===== src/rtl/uart_pkg.sv =====
// uart_pkg: shared FSM state encoding, oversampling constants and parity modes.
package uart_pkg;
  typedef enum logic [2:0] {IDLE, START, DATA, PARITY, STOP} state_t;
  localparam int OVERSAMPLE = 16;
  localparam int MID_SAMPLE = 7;
  localparam int PAR_NONE = 0;
  localparam int PAR_ODD = 1;
  localparam int PAR_EVEN = 2;
endpackage


===== src/rtl/uart_core_param_if.sv =====
// uart_core_param_if: serial pins, byte FIFO handshake and error flags; UART_LOOPBACK_EN adds loopback.
interface uart_core_param_if #(parameter int DATA_BITS = 8, parameter int DIV_W = 11);
  logic [DIV_W-1:0] baud_div;
  logic rx, tx;
  logic [DATA_BITS-1:0] w_data, r_data;
  logic wr_uart, tx_full, tx_busy, rd_uart, rx_empty;
  logic frame_err, parity_err, overrun_err, clr_err;
`ifdef UART_LOOPBACK_EN
  logic loopback;
`endif
  modport master (
`ifdef UART_LOOPBACK_EN
    output loopback,
`endif
    output baud_div, rx, w_data, wr_uart, rd_uart, clr_err,
    input tx, tx_full, tx_busy, r_data, rx_empty, frame_err, parity_err, overrun_err
  );
  modport slave (
`ifdef UART_LOOPBACK_EN
    input loopback,
`endif
    input baud_div, rx, w_data, wr_uart, rd_uart, clr_err,
    output tx, tx_full, tx_busy, r_data, rx_empty, frame_err, parity_err, overrun_err
  );
endinterface


===== src/rtl/uart_fifo.sv =====
// uart_fifo: first-word fall-through FIFO; push into a full FIFO succeeds only with a same-cycle pop.
module uart_fifo #(parameter int W = 8, parameter int AW = 4) (
  input  logic         clk,
  input  logic         rst,
  input  logic         i_push,
  input  logic         i_pop,
  input  logic [W-1:0] i_data,
  output logic [W-1:0] o_data,
  output logic         o_full,
  output logic         o_empty
);
  logic [W-1:0] r_mem [2**AW];
  logic [AW:0] r_wp, r_rp;
  logic [W-1:0] r_last;
  logic w_push, w_pop;
  assign o_empty = r_wp == r_rp;
  assign o_full = r_wp == {~r_rp[AW], r_rp[AW-1:0]};
  assign w_pop = i_pop & !o_empty;
  assign w_push = i_push & (!o_full | w_pop);
  // r_last keeps the most recent head so the output holds while empty
  assign o_data = o_empty ? r_last : r_mem[r_rp[AW-1:0]];
  always_ff @(posedge clk or posedge rst)
    if (rst) begin
      r_wp <= '0;
      r_rp <= '0;
      r_last <= '0;
    end else begin
      if (w_push) r_wp <= r_wp + 1'b1;
      if (w_pop) r_rp <= r_rp + 1'b1;
      if (!o_empty) r_last <= o_data;
    end
  always_ff @(posedge clk)
    if (w_push) r_mem[r_wp[AW-1:0]] <= i_data;
endmodule


===== src/rtl/uart_core_param.sv =====
// uart_core_param: parametrised UART with 16x oversampled RX, FIFOs and sticky errors.
// Define UART_LOOPBACK_EN to add the internal TX->RX loopback input.
module uart_core_param #(
  parameter int DATA_BITS = 8,
  parameter int STOP_BITS = 1,
  parameter int PARITY = 0,
  parameter int FIFO_AW = 4,
  parameter int DIV_W = 11
) (
  input logic clk,
  input logic rst,
  uart_core_param_if.slave bus
);
  import uart_pkg::*;
  localparam int BW = $clog2(DATA_BITS + 1);
  localparam logic [3:0] LAST = 4'(OVERSAMPLE - 1);
  localparam logic [3:0] MID = 4'(MID_SAMPLE);
  localparam logic PODD = PARITY == PAR_ODD;
  localparam logic PEN = PARITY != PAR_NONE;
  logic [DIV_W-1:0] r_cnt, r_div;
  logic w_tick;
  assign w_tick = r_cnt == r_div;
  // divisor is latched at the wrap so a mid-period change waits for the next one
  always_ff @(posedge clk or posedge rst)
    if (rst) begin
      r_cnt <= '0;
      r_div <= '0;
    end else if (w_tick) begin
      r_cnt <= '0;
      r_div <= bus.baud_div;
    end else r_cnt <= r_cnt + 1'b1;
  logic [DATA_BITS-1:0] w_tx_head;
  logic w_tx_empty, w_tx_pop, w_tx_ser, w_rx_in;
  uart_fifo #(.W(DATA_BITS), .AW(FIFO_AW)) u_tx_fifo (
    .clk(clk), .rst(rst), .i_push(bus.wr_uart), .i_pop(w_tx_pop), .i_data(bus.w_data),
    .o_data(w_tx_head), .o_full(bus.tx_full), .o_empty(w_tx_empty)
  );
  state_t r_tx_state, w_tx_state;
  logic [3:0] r_tx_tick, w_tx_tick;
  logic [BW-1:0] r_tx_bits, w_tx_bits;
  logic [DATA_BITS-1:0] r_tx_shift, w_tx_shift;
  logic r_tx_par, w_tx_par, r_tx_stop2, w_tx_stop2;
  always_comb begin
    w_tx_state = r_tx_state;
    w_tx_tick = r_tx_tick;
    w_tx_bits = r_tx_bits;
    w_tx_shift = r_tx_shift;
    w_tx_par = r_tx_par;
    w_tx_stop2 = r_tx_stop2;
    w_tx_pop = 1'b0;
    if (w_tick) begin
      w_tx_tick = r_tx_tick + 1'b1;
      case (r_tx_state)
        START: if (r_tx_tick == LAST) begin
          w_tx_state = DATA;
          w_tx_bits = '0;
        end
        DATA: if (r_tx_tick == LAST) begin
          w_tx_shift = r_tx_shift >> 1;
          w_tx_bits = r_tx_bits + 1'b1;
          if (r_tx_bits == BW'(DATA_BITS - 1)) w_tx_state = PEN ? uart_pkg::PARITY : STOP;
        end
        uart_pkg::PARITY: if (r_tx_tick == LAST) w_tx_state = STOP;
        STOP: if (r_tx_tick == LAST) begin
          w_tx_stop2 = 1'b1;
          if (STOP_BITS == 1 || r_tx_stop2) w_tx_state = IDLE;
        end
        default: ;
      endcase
      // loading straight from the end of STOP keeps back-to-back frames gapless
      if (w_tx_state == IDLE && !w_tx_empty) begin
        w_tx_pop = 1'b1;
        w_tx_state = START;
        w_tx_tick = '0;
        w_tx_shift = w_tx_head;
        w_tx_par = ^w_tx_head ^ PODD;
        w_tx_stop2 = 1'b0;
      end
    end
  end
  assign w_tx_ser = (r_tx_state == START) ? 1'b0 : (r_tx_state == DATA) ? r_tx_shift[0] :
                    (r_tx_state == uart_pkg::PARITY) ? r_tx_par : 1'b1;
  assign bus.tx_busy = r_tx_state != IDLE || !w_tx_empty;
`ifdef UART_LOOPBACK_EN
  assign bus.tx = bus.loopback | w_tx_ser;
  assign w_rx_in = bus.loopback ? w_tx_ser : bus.rx;
`else
  assign bus.tx = w_tx_ser;
  assign w_rx_in = bus.rx;
`endif
  logic [1:0] r_rx_sync;
  logic w_rx_s, w_rx_push, w_rx_perr, w_rx_ferr, w_rx_full, w_ovr;
  state_t r_rx_state, w_rx_state;
  logic [3:0] r_rx_tick, w_rx_tick;
  logic [BW-1:0] r_rx_bits, w_rx_bits;
  logic [DATA_BITS-1:0] r_rx_shift, w_rx_shift;
  assign w_rx_s = r_rx_sync[1];
  always_comb begin
    w_rx_state = r_rx_state;
    w_rx_tick = r_rx_tick;
    w_rx_bits = r_rx_bits;
    w_rx_shift = r_rx_shift;
    w_rx_push = 1'b0;
    w_rx_perr = 1'b0;
    w_rx_ferr = 1'b0;
    if (r_rx_state == IDLE) begin
      if (!w_rx_s) begin
        w_rx_state = START;
        w_rx_tick = '0;
      end
    end else if (w_tick) begin
      w_rx_tick = r_rx_tick + 1'b1;
      case (r_rx_state)
        START: if (r_rx_tick == MID) begin
          w_rx_tick = '0;
          w_rx_bits = '0;
          w_rx_state = w_rx_s ? IDLE : DATA;
        end
        DATA: if (r_rx_tick == LAST) begin
          w_rx_shift = {w_rx_s, r_rx_shift[DATA_BITS-1:1]};
          w_rx_bits = r_rx_bits + 1'b1;
          if (r_rx_bits == BW'(DATA_BITS - 1)) w_rx_state = PEN ? uart_pkg::PARITY : STOP;
        end
        uart_pkg::PARITY: if (r_rx_tick == LAST) begin
          w_rx_perr = w_rx_s != (^r_rx_shift ^ PODD);
          w_rx_state = STOP;
        end
        STOP: if (r_rx_tick == LAST) begin
          w_rx_ferr = !w_rx_s;
          w_rx_push = 1'b1;
          w_rx_state = IDLE;
        end
        default: ;
      endcase
    end
  end
  uart_fifo #(.W(DATA_BITS), .AW(FIFO_AW)) u_rx_fifo (
    .clk(clk), .rst(rst), .i_push(w_rx_push), .i_pop(bus.rd_uart), .i_data(r_rx_shift),
    .o_data(bus.r_data), .o_full(w_rx_full), .o_empty(bus.rx_empty)
  );
  assign w_ovr = w_rx_push & w_rx_full & !bus.rd_uart;
  logic r_frame_err, r_parity_err, r_overrun_err;
  always_ff @(posedge clk or posedge rst)
    if (rst) begin
      r_tx_state <= IDLE;
      r_tx_tick <= '0;
      r_tx_bits <= '0;
      r_tx_shift <= '0;
      r_tx_par <= 1'b0;
      r_tx_stop2 <= 1'b0;
      r_rx_sync <= 2'b11;
      r_rx_state <= IDLE;
      r_rx_tick <= '0;
      r_rx_bits <= '0;
      r_rx_shift <= '0;
      r_frame_err <= 1'b0;
      r_parity_err <= 1'b0;
      r_overrun_err <= 1'b0;
    end else begin
      r_tx_state <= w_tx_state;
      r_tx_tick <= w_tx_tick;
      r_tx_bits <= w_tx_bits;
      r_tx_shift <= w_tx_shift;
      r_tx_par <= w_tx_par;
      r_tx_stop2 <= w_tx_stop2;
      r_rx_sync <= {r_rx_sync[0], w_rx_in};
      r_rx_state <= w_rx_state;
      r_rx_tick <= w_rx_tick;
      r_rx_bits <= w_rx_bits;
      r_rx_shift <= w_rx_shift;
      r_frame_err <= w_rx_ferr | (r_frame_err & !bus.clr_err);
      r_parity_err <= w_rx_perr | (r_parity_err & !bus.clr_err);
      r_overrun_err <= w_ovr | (r_overrun_err & !bus.clr_err);
    end
  assign bus.frame_err = r_frame_err;
  assign bus.parity_err = r_parity_err;
  assign bus.overrun_err = r_overrun_err;
endmodule


===== src/flat_wrapper.sv =====
// flat-port wrapper written by rule: the top's interface ports become plain ports
module uart_core_param_flat import uart_pkg::*;
#(
  parameter int DATA_BITS = 8,
  parameter int STOP_BITS = 1,
  parameter int PARITY = 0,
  parameter int FIFO_AW = 4,
  parameter int DIV_W = 11
)
  (clk, rst, bus_baud_div, bus_rx, bus_w_data, bus_wr_uart, bus_rd_uart, bus_clr_err, bus_tx, bus_tx_full, bus_tx_busy, bus_r_data, bus_rx_empty, bus_frame_err, bus_parity_err, bus_overrun_err);
  uart_core_param_if #(.DATA_BITS(DATA_BITS), .DIV_W(DIV_W)) bus_i ();
  input logic clk;
  input logic rst;
  input wire logic [$bits(bus_i.baud_div)-1:0] bus_baud_div;
  input wire logic [$bits(bus_i.rx)-1:0] bus_rx;
  input wire logic [$bits(bus_i.w_data)-1:0] bus_w_data;
  input wire logic [$bits(bus_i.wr_uart)-1:0] bus_wr_uart;
  input wire logic [$bits(bus_i.rd_uart)-1:0] bus_rd_uart;
  input wire logic [$bits(bus_i.clr_err)-1:0] bus_clr_err;
  output wire logic [$bits(bus_i.tx)-1:0] bus_tx;
  output wire logic [$bits(bus_i.tx_full)-1:0] bus_tx_full;
  output wire logic [$bits(bus_i.tx_busy)-1:0] bus_tx_busy;
  output wire logic [$bits(bus_i.r_data)-1:0] bus_r_data;
  output wire logic [$bits(bus_i.rx_empty)-1:0] bus_rx_empty;
  output wire logic [$bits(bus_i.frame_err)-1:0] bus_frame_err;
  output wire logic [$bits(bus_i.parity_err)-1:0] bus_parity_err;
  output wire logic [$bits(bus_i.overrun_err)-1:0] bus_overrun_err;
  assign bus_i.baud_div = bus_baud_div;
  assign bus_i.rx = bus_rx;
  assign bus_i.w_data = bus_w_data;
  assign bus_i.wr_uart = bus_wr_uart;
  assign bus_i.rd_uart = bus_rd_uart;
  assign bus_i.clr_err = bus_clr_err;
  assign bus_tx = bus_i.tx;
  assign bus_tx_full = bus_i.tx_full;
  assign bus_tx_busy = bus_i.tx_busy;
  assign bus_r_data = bus_i.r_data;
  assign bus_rx_empty = bus_i.rx_empty;
  assign bus_frame_err = bus_i.frame_err;
  assign bus_parity_err = bus_i.parity_err;
  assign bus_overrun_err = bus_i.overrun_err;
  uart_core_param #(.DATA_BITS(DATA_BITS), .STOP_BITS(STOP_BITS), .PARITY(PARITY), .FIFO_AW(FIFO_AW), .DIV_W(DIV_W)) u_core (.clk(clk), .rst(rst), .bus(bus_i));
endmodule

===== config.mk =====
export PLATFORM = sky130hd
export DESIGN_NAME = uart_core_param_flat
export DESIGN_NICKNAME = d
export VERILOG_FILES = /design/src/rtl/uart_pkg.sv /design/src/rtl/uart_core_param_if.sv /design/src/rtl/uart_fifo.sv /design/src/rtl/uart_core_param.sv /design/src/flat_wrapper.sv
export SDC_FILE = /design/constraint.sdc
export NUM_CORES = 1
export LEC_CHECK = 0
export CAP_MARGIN = 15
export CORE_ASPECT_RATIO = 0.9
export CORE_MARGIN = 2
export CORE_UTILIZATION = 25
export DETAILED_ROUTE_END_ITERATION = 7
export GPL_TIMING_DRIVEN = 0
export MAX_ROUTING_LAYER = met4
export PLACE_DENSITY = 0.43
export SLEW_MARGIN = 20
export SYNTH_ARGS = -nofsm -noshare
export SYNTH_HDL_FRONTEND = slang
export SYNTH_SLANG_ARGS = --single-unit

===== constraint.sdc =====
create_clock -name clk -period 3.25 [get_ports clk]
set_input_delay 0.8125 -clock clk [delete_from_list [all_inputs] [get_ports clk]]
set_output_delay 0.8125 -clock clk [all_outputs]
set_load 0.05 [all_outputs]

# ---- Word level (Yosys, flattened, before mapping)
# Memories as Yosys holds them, arrays and structs flattened.
# Index checks and enable logic that the tools add are counted.
dict set report op_classes {
  n_addsub 9
  eq_ne 29
  mux 57
  bitwise_logic 17
  n_reduce_logical 27
}
# op count
set ops {}
lappend ops {{2-to-1 mux 3 bit} 15}
lappend ops {{2-to-1 mux 4 bit} 10}
lappend ops {{2-to-1 mux 8 bit} 5}
lappend ops {{case mux 3 bit (4 select lines)} 2}
lappend ops {{2-to-1 mux 1 bit} 21}
lappend ops {{adder 5 x 1 -> 5 bit, second input constant} 4}
lappend ops {{== test 5 bit} 4}
lappend ops {{adder 4 x 1 -> 4 bit, second input constant} 4}
lappend ops {{case mux 4 bit (2 select lines)} 2}
lappend ops {{parity 8 bit} 2}
lappend ops {{!= test 3 x 1 -> 1 bit, second input constant} 5}
lappend ops {{== test 3 x 2 -> 1 bit, second input constant} 4}
lappend ops {{== test 4 x 3 -> 1 bit, second input constant} 3}
lappend ops {{adder 11 x 1 -> 11 bit, second input constant} 1}
lappend ops {{== test 11 bit} 1}
lappend ops {{2-to-1 mux 11 bit} 1}
lappend ops {{nonzero test 2 bit} 5}
lappend ops {{bitwise AND 1 bit} 9}
lappend ops {{== test 4 bit, second input constant} 2}
lappend ops {{!= test 2 x 1 -> 1 bit, second input constant} 4}
lappend ops {{AND reduction 4 bit} 2}
lappend ops {{AND reduction 8 bit} 1}
lappend ops {{zero test 1 bit} 7}
lappend ops {{== test 3 x 1 -> 1 bit, second input constant} 2}
lappend ops {{14 further kinds} 23}
dict set report totals {
  reg_bits 102
  mem_bits_rw 256
  input_bits 25
  word_cells 162
  n_memories 2
}
# name depth word_bits read_ports rd_clocked_by_memory_dff wr line
set memory_table {}
lappend memory_table {u_core.u_rx_fifo.r_mem 16 8 1 0 1 uart_fifo.sv:12} ;# logic [W-1:0] r_mem [2**AW];
lappend memory_table {u_core.u_tx_fifo.r_mem 16 8 1 0 1 uart_fifo.sv:12}

# ---- Longest topological paths before layout
# Gate-level depths: netlist of the first run.
dict set report logic_depth {
  word_depth 14
  depth_mapped 11
}

# ---- Hierarchy
# A second synthesis of the first run with hierarchy kept.
dict set report hier_totals {
  cells_unflattened 1031
  hier_area_um2 15288.4
}
# mod instances cells_per_inst area_per_inst_um2 seq_area_each_um2
set modules_own_cells {}
lappend modules_own_cells {{uart_fifo at u_core.u_tx_fifo} 1 351 5952.0 4294.1}
lappend modules_own_cells {{uart_fifo at u_core.u_rx_fifo} 1 343 5943.2 4294.1}
lappend modules_own_cells {uart_core_param 1 337 3393.3 1654.1}

# ---- Worst setup path after synthesis of the first run
# Ideal clock, no wire load.
dict set report synth_timing {
  path_kind {register to output}
  start {reg u_core.u_rx_fifo.r_rp[0]}
  end {out bus_r_data[0]}
  arrival_time_ns 2.400
  path_slack_ns 0.037
  stages_incl_launch_ff 6
  path_cell_list {dfrtp_1 clkbuf_1 buf_2 mux4_2 mux4_2 mux2_2}
}
dict set report synth_via {
  elab_chain_len 2
}
# item line
set synth_lines {}
lappend synth_lines {{start, declared} uart_fifo.sv:13} ;# logic [AW:0] r_wp, r_rp;
lappend synth_lines {{start signal, assigned} uart_fifo.sv:29} ;# if (w_pop) r_rp <= r_rp + 1'b1;
lappend synth_lines {{memory (16 x 8 bit) or == test 5 bit (tied branches)} -}
lappend synth_lines {{2-to-1 mux 8 bit (*)} uart_fifo.sv:21} ;# assign o_data = o_empty ? r_last : r_mem[r_rp[AW-1:0]];
lappend synth_lines {{end, declared} flat_wrapper.sv:23} ;# output wire logic [$bits(bus_i.r_data)-1:0] bus_r_data;
# Every way passes the cells marked *; elsewhere a longest branch is shown, timed or not.

# ---- Worst setup path after layout of the first run
# Same ends and word-level chain as after synthesis.

==> out/metrics.yaml, run 1 <==
run_status:
  status: "finished with violations"
  violations: "negative setup slack"
final_layout:
  n_antenna_cell: 0
  drive_gt1_frac: 0.245
  area_growth_pct: 22.2
  design_area_sq_um: 18300
  final_nets: 1061
routing:
  wl_per_cell_um: 18.5
  routed.top_layer: "met4"
  via_per_inst: 4.37
  drt-met1-wl_mm: 15.8
  dr.pass1.iters: 4
  wl_met2_mm: 16.3
  drt_iter0_drc: 438
  drc: 0
  wl_met3_um: 929
  ant_nets: 0
  num_vias: 8008
  wl_mm: 33.9
placed_design:
  place_area_sq_um: 16400
  gp_congestion: 0.741
  portBuffers: 39
  hpwl_mm: 22.5
clock_tree:
  cts_buffers: 40
  worstSkewPairLatency_ps: 560
  cts_sinks: 358
  clkTransAtPathRegs_ps: 60
  cts_htree_levels: 2
  root_buffer: "clkbuf_16"
  clock_path_buffers: 3
  cts_tree: "yes"
worst_setup_path:
  critical-path-top-delay-family: "multiplexers"
  cp.arrival_ps: 2780
  startpoint_type: "register"
  cp-end-kind: "output port"
  worst_path_largest_cell_delay_ps: 550
  crit_path_frequent_cell: "mux4_2"
  worstPathRequired_ps: 2440
  crit_buf_inv: 3
  worstPathCellList: "clkbuf_16, buf_4, mux4_2, mux4_2, mux2_2, buf_6"
  path_class: "register to output port"
  crit_slowest_cell: "mux4_2"
  path_max_fanout: 5
timing:
  hold_violations: 0
  max_freq_mhz: 279
  tightest_slew_ps: 801
  final.setup.tns_ps: -2560
  fin_hold_ws_ps: 357
  grt_setup_unrepaired: "yes"
  slew_headroom: 0.466
  fin_worst_skew_ps: 15.8
  setup_ws_ps: -340
  fin_crit_ps: 3590
  period_share: 1.10
  maxSlewViolCount: 0
  setup_viol: 8
yosys:
  yosys-top-cells-area: "edfxtp_1 51%, dfrtp_1 17%, mux4_2 6.3%"
  ys_top_cells_by_count: "256 x edfxtp_1, 100 x dfrtp_1, 54 x nor2_1, 48 x mux2i_1, 46 x xnor2_1"
  syn-num-nets: 962
  yosysWarnings: 0
  async_reset_ff_frac: 0.285
  yosysMostFrequentCell: "edfxtp_1"
  synth_top_cell_by_area: "edfxtp_1"
  synth_edf_count: 256
  ys_ff_latch: 358
  avgSynthCellArea_sq_um: 16.2
  synth_cells: 922
  synthDistinctLibCells: 54
  synth_ff_type: "edfxtp_1"
  synthesis.area_sq_um: 14900
  yosysTopAreaCellShare: 0.514
  ys_seq_area_frac: 0.685
power:
  power.leakage_nw: 6.76
  p_total_w: 0.0120
  power_density_nw_per_um2: 659
  peakVddDrop_mv: 0.413
worst_hold_path:
  hold_class: "register to register"
floorplan:
  initial_core_util: 0.251
  die_w_um: 262
  coreArea_sq_um: 59500
  fp.dieH_um: 236
  row_count: 85
  ios: 40
  die_area_sq_um: 61700
global_route:
  grt_pass1_wl_mm: 52.3
  grt_pass1_vias: 8310
  antenna_found_initial: 0
  grt_util_all_layers: 0.116
  overflow: 0
  grt_max_degree: 32
run:
  max_cap_violations: 0
[timing repair]
action / in CTS / in global routing
resized for setup: 139 / 19
setup endpoints to repair: 280 / 154
hold buffers: 0 / 0
gates cloned: 0 / 4
pin swaps: 2 / 3
setup buffers: 8 / 5
[power breakdown]
group | internal [W] | leakage [nW] | switching (W)
Combinational | 0.000995 | 2.16 | 0.00111
Clock | 0.00267 | 0.642 | 0.00185
Sequential | 0.00520 | 3.95 | 0.000190
Total | 0.00887 | 6.76 | 0.00316
[cell type report]
cell class / count / area [sq um]
clock buffers: 50 / 1080
flip-flops and latches: 358 / 10200
fillers: 5854 / 41200
clock inverters: 22 / 214
well taps: 783 / 980
inverters: 18 / 72.6
repair buffers: 63 / 708
multi-input cells: 505 / 4630
plain buffers: 35 / 330
[path summary, 6_finish.rpt]
check                                                    endpoint                                 start  slack [ps]  depth (start not counted)
hold / removal                      u_core.r_rx_sync[1]$_DFF_PP1_         u_core.r_rx_sync[0]$_DFF_PP1_         360                          0
min in group asynchronous             u_core.r_div[2]$_DFFE_PP0P_                                   rst         680                          2
hold reg to reg                     u_core.r_rx_sync[1]$_DFF_PP1_         u_core.r_rx_sync[0]$_DFF_PP1_         360                          0
setup / recovery                                    bus_r_data[0]  u_core.u_rx_fifo.r_rp[0]$_DFFE_PP0P_        -340                          6
setup reg to reg           u_core.u_tx_fifo.r_mem[7][0]$_DFFE_PP_  u_core.u_tx_fifo.r_wp[4]$_DFFE_PP0P_         240                          8
max in group asynchronous        u_core.r_tx_shift[0]$_DFFE_PP0P_                                   rst        1800                          4
[registers in the layout (all words and copies together) (netlist names), 8 cells and up]
signal	count
u_core.u_tx_fifo.r_last	8
u_core.u_tx_fifo.r_mem	128
u_core.r_tx_shift	8
u_core.u_rx_fifo.r_mem	128
u_core.r_rx_shift	8
u_core.u_rx_fifo.r_last	8
u_core.r_div	11
u_core.r_cnt	11
[routing by layer]
| metal | up-vias | global-route usage |
|---|---|---|
| met5 | - | - |
| met4 | 0 | 0.0403 |
| met3 | 51 | 0.0192 |
| met2 | 106 | 0.182 |
| met1 | 4107 | 0.153 |
| li1 | 3744 | - |
[cells by family after synthesis]
kind of cell	synth area share
DFF	0.685
and+or+nand+nor	0.0588
buffers and inverters	0.0214
xor gates and xnor gates	0.0367
muxes	0.140
AOI/OAI and AO/OA	0.0452
adders and majority gates	0.0126
[layout by cell type, fill, tap and decap left out, types with 6 or more instances in the layout]
| cell type | n |
|---|---|
| xor2_1 | 10 |
| and3_1 | 7 |
| nand4_1 | 13 |
| a31oi_1 | 8 |
| nor2_2 | 14 |
| nor3_4 | 6 |
| o221ai_1 | 8 |
| nand3_1 | 14 |
| ha_1 | 15 |
| mux2i_1 | 48 |
| xnor2_1 | 45 |
| clkdlybuf4s50_1 | 27 |
| mux4_2 | 42 |
| buf_12 | 9 |
| inv_1 | 15 |
| mux4_1 | 6 |
| buf_4 | 17 |
| clkinv_2 | 10 |
| nor2_1 | 31 |
| edfxtp_1 | 256 |
| dfrtp_1 | 97 |
| clkinv_1 | 7 |
| nor2_4 | 9 |
| nand2b_1 | 6 |
| nand2_1 | 43 |
| mux2_2 | 38 |
| nor3_1 | 14 |
| clkbuf_1 | 15 |
| mux2_4 | 7 |
| o22ai_1 | 19 |
| o21ai_0 | 33 |
| clkbuf_16 | 45 |
| a21oi_1 | 22 |
| buf_6 | 14 |
[stage by stage]
step,worst slack (ps),instances,util
after CTS,-404,1827,0.303
after global routing,-419,1834,0.307
after detailed placement,-1080,1751,0.277
after floorplan,37.5,922,-
final,-340,1834,0.307
after global placement,-1080,1744,0.274
(Power assumes the default switching activity.)
==> run 2: changes to the inputs <==
--- a/config.mk
+++ b/config.mk
@@ -13,6 +13,7 @@
 export GPL_TIMING_DRIVEN = 0
 export MAX_ROUTING_LAYER = met4
 export PLACE_DENSITY = 0.43
+export RECOVER_POWER = 25
 export SLEW_MARGIN = 20
 export SYNTH_ARGS = -nofsm -noshare
 export SYNTH_HDL_FRONTEND = slang
==> run 2 against run 1 <==
Net effect:
- the run still ends with negative setup slack left
- sequential power hardly changed
- clock-buffer cell count unchanged
- via count is 0.34% lower
- die area unchanged
- utilization down 0.057 points
- first-iteration DRC count rose by 5.0%
- highest routed layer unchanged
==> out/metrics.yaml, run 2 (synthesis gave the netlist of run 1 again) <==
clock_tree:
  worstSkewPairLatency_ps: 560
  cts_sinks: 358
  cts_buffers: 40
  cts_tree: "yes"
  clkTransAtPathRegs_ps: 60
  clock_path_buffers: 3
  postCtsHoldBufs: 0
  root_buffer: "clkbuf_16"
  cts_htree_levels: 2
worst_hold_path:
  hold_class: "register to register"
  min_path_cells: 0
global_route:
  grt_pass1_wl_mm: 52.3
  overflow: 0
  grt_max_degree: 32
  grt_util_all_layers: 0.116
  antenna_found_initial: 0
  grt_pass1_vias: 8310
worst_setup_path:
  timing.rr.end: "u_core.u_tx_fifo.r_mem[7][7]$_DFFE_PP_"
  reg2reg_slack_ps: 240
  critPathLaunch: "u_core.u_rx_fifo.r_rp[0]$_DFFE_PP0P_"
  cp-end-kind: "output port"
  path_class: "register to output port"
  critPathCapture: "bus_r_data[0]"
  cp.arrival_ps: 2780
  r2r_cells: 8
  path_max_fanout: 5
  worstPathRequired_ps: 2440
  startpoint_type: "register"
  timing.rr.start: "u_core.u_tx_fifo.r_wp[4]$_DFFE_PP0P_"
placed_design:
  post-place-ws_ps: -1080
  portBuffers: 39
  hpwl_mm: 22.5
  gp_congestion: 0.741
timing:
  setup_ws_ps: -342
  slew_headroom: 0.0789
  grt_setup_unrepaired: "yes"
  max_freq_mhz: 278
  maxSlewViolCount: 0
  hold_violations: 0
  tightest_slew_ps: 1380
  fin_crit_ps: 3590
  fin_worst_skew_ps: 15.4
  setup_viol: 8
  period_share: 1.11
  final.setup.tns_ps: -2580
power:
  peakVddDrop_mv: 0.411
  clockPowerShare: 0.376
  power.leakage_nw: 6.74
  power_density_nw_per_um2: 660
  switching_share: 0.263
  switchingPower_w: 0.00316
  p_int_w: 0.00887
  pwr-share-seq: 0.448
  p_comb_frac: 0.175
routing:
  dr.pass1.iters: 4
  wl_per_cell_um: 18.5
  wl_met2_mm: 16.3
  drc: 0
  routed.top_layer: "met4"
  drt_iter0_drc: 460
  wl_met3_um: 950
  via_per_inst: 4.35
  ant_nets: 0
  drt-met1-wl_mm: 15.8
  num_vias: 7981
  wl_mm: 33.9
floorplan:
  initial_core_util: 0.251
  row_count: 85
  die_area_sq_um: 61700
  fp.dieH_um: 236
  die_w_um: 262
  coreArea_sq_um: 59500
  ios: 40
run:
  max_cap_violations: 0
run_status:
  violations: "negative setup slack"
  status: "finished with violations"
final_layout:
  n_antenna_cell: 0
  final_cell_mix: "256 x edfxtp_1, 97 x dfrtp_1, 48 x mux2i_1"
  final_nets: 1061
  layout_commonest_cell: "edfxtp_1"
  drive_gt1_frac: 0.245
  area_growth_pct: 22.0
  utilization: 0.307
==> run 2: metrics by stage <==
step                      area [sq um]  cells  hold slack, ps  power [W]
after CTS                        18000   1827             364     0.0121
after global routing             18200   1834             367     0.0126
final                            18200   1834             357     0.0120
after detailed placement         16400   1751             349    0.00718
after floorplan                  14900    922             345    0.00665
after global placement           16300   1744             348    0.00716
==> run 2: area by class of cell <==
class,instances,area [sq um]
clock inverter,22,214
buffer,35,330
sequential,358,10200
tap,783,980
timing repair buffer,63,677
multi-input combinational,505,4630
fill,5858,41200
inverter,18,70.1
clock buffer,50,1080
==> run 2: critical path, cell delays in order (launching register included) <==
cell and delay (ps):
dfrtp_2 410, clkbuf_16 180, buf_4 130, mux4_2 550
mux4_2 500, mux2_2 290, buf_6 150
==> run 2: worst min-delay path by stage <==
stage	start	end	slack (ps)
5_1_grt	u_core.r_rx_sync[0]$_DFF_PP1_	u_core.r_rx_sync[1]$_DFF_PP1_	370
3_5_place_dp	u_core.r_rx_sync[0]$_DFF_PP1_	u_core.r_rx_sync[1]$_DFF_PP1_	350
2_1_floorplan	u_core.r_rx_sync[0]$_DFF_PP1_	u_core.r_rx_sync[1]$_DFF_PP1_	350
3_3_place_gp	u_core.r_rx_sync[0]$_DFF_PP1_	u_core.r_rx_sync[1]$_DFF_PP1_	350
4_1_cts	u_core.r_rx_sync[0]$_DFF_PP1_	u_core.r_rx_sync[1]$_DFF_PP1_	360
6_report	u_core.r_rx_sync[0]$_DFF_PP1_	u_core.r_rx_sync[1]$_DFF_PP1_	360
==> run 2: metal layers <==
metal  vias to the layer above  global-route usage
met5                         -                   -
met4                         0              0.0403
met3                        53              0.0192
met2                       106               0.182
met1                      4078               0.153
li1                       3744                   -
==> run 2: power groups by stage <==
stage | clock, W | sequential [W] | combinational (W)
4_1_cts | 0.00468 | 0.00539 | 0.00198
3_5_place_dp | 0 | 0.00547 | 0.00171
6_report | 0.00453 | 0.00539 | 0.00211
2_1_floorplan | 0 | 0.00542 | 0.00124
5_1_grt | 0.00487 | 0.00543 | 0.00229
3_3_place_gp | 0 | 0.00547 | 0.00169
==> run 2: repair_timing <==
item | CTS | global route
pin swaps | 2 | 3
gates resized for setup | 139 | 19
setup buffers | 8 | 5
gates cloned | 0 | 4
endpoints found under the setup margin | 280 | 154
==> run 3: changes to the inputs <==
--- a/config.mk
+++ b/config.mk
@@ -11,6 +11,7 @@
 export CORE_UTILIZATION = 25
 export DETAILED_ROUTE_END_ITERATION = 7
 export GPL_TIMING_DRIVEN = 0
+export HOLD_SLACK_MARGIN = 0.06
 export MAX_ROUTING_LAYER = met4
 export PLACE_DENSITY = 0.43
 export RECOVER_POWER = 25
==> results of run 3 <==
The final DEF is identical to that of run 2; final timing and power are the same.
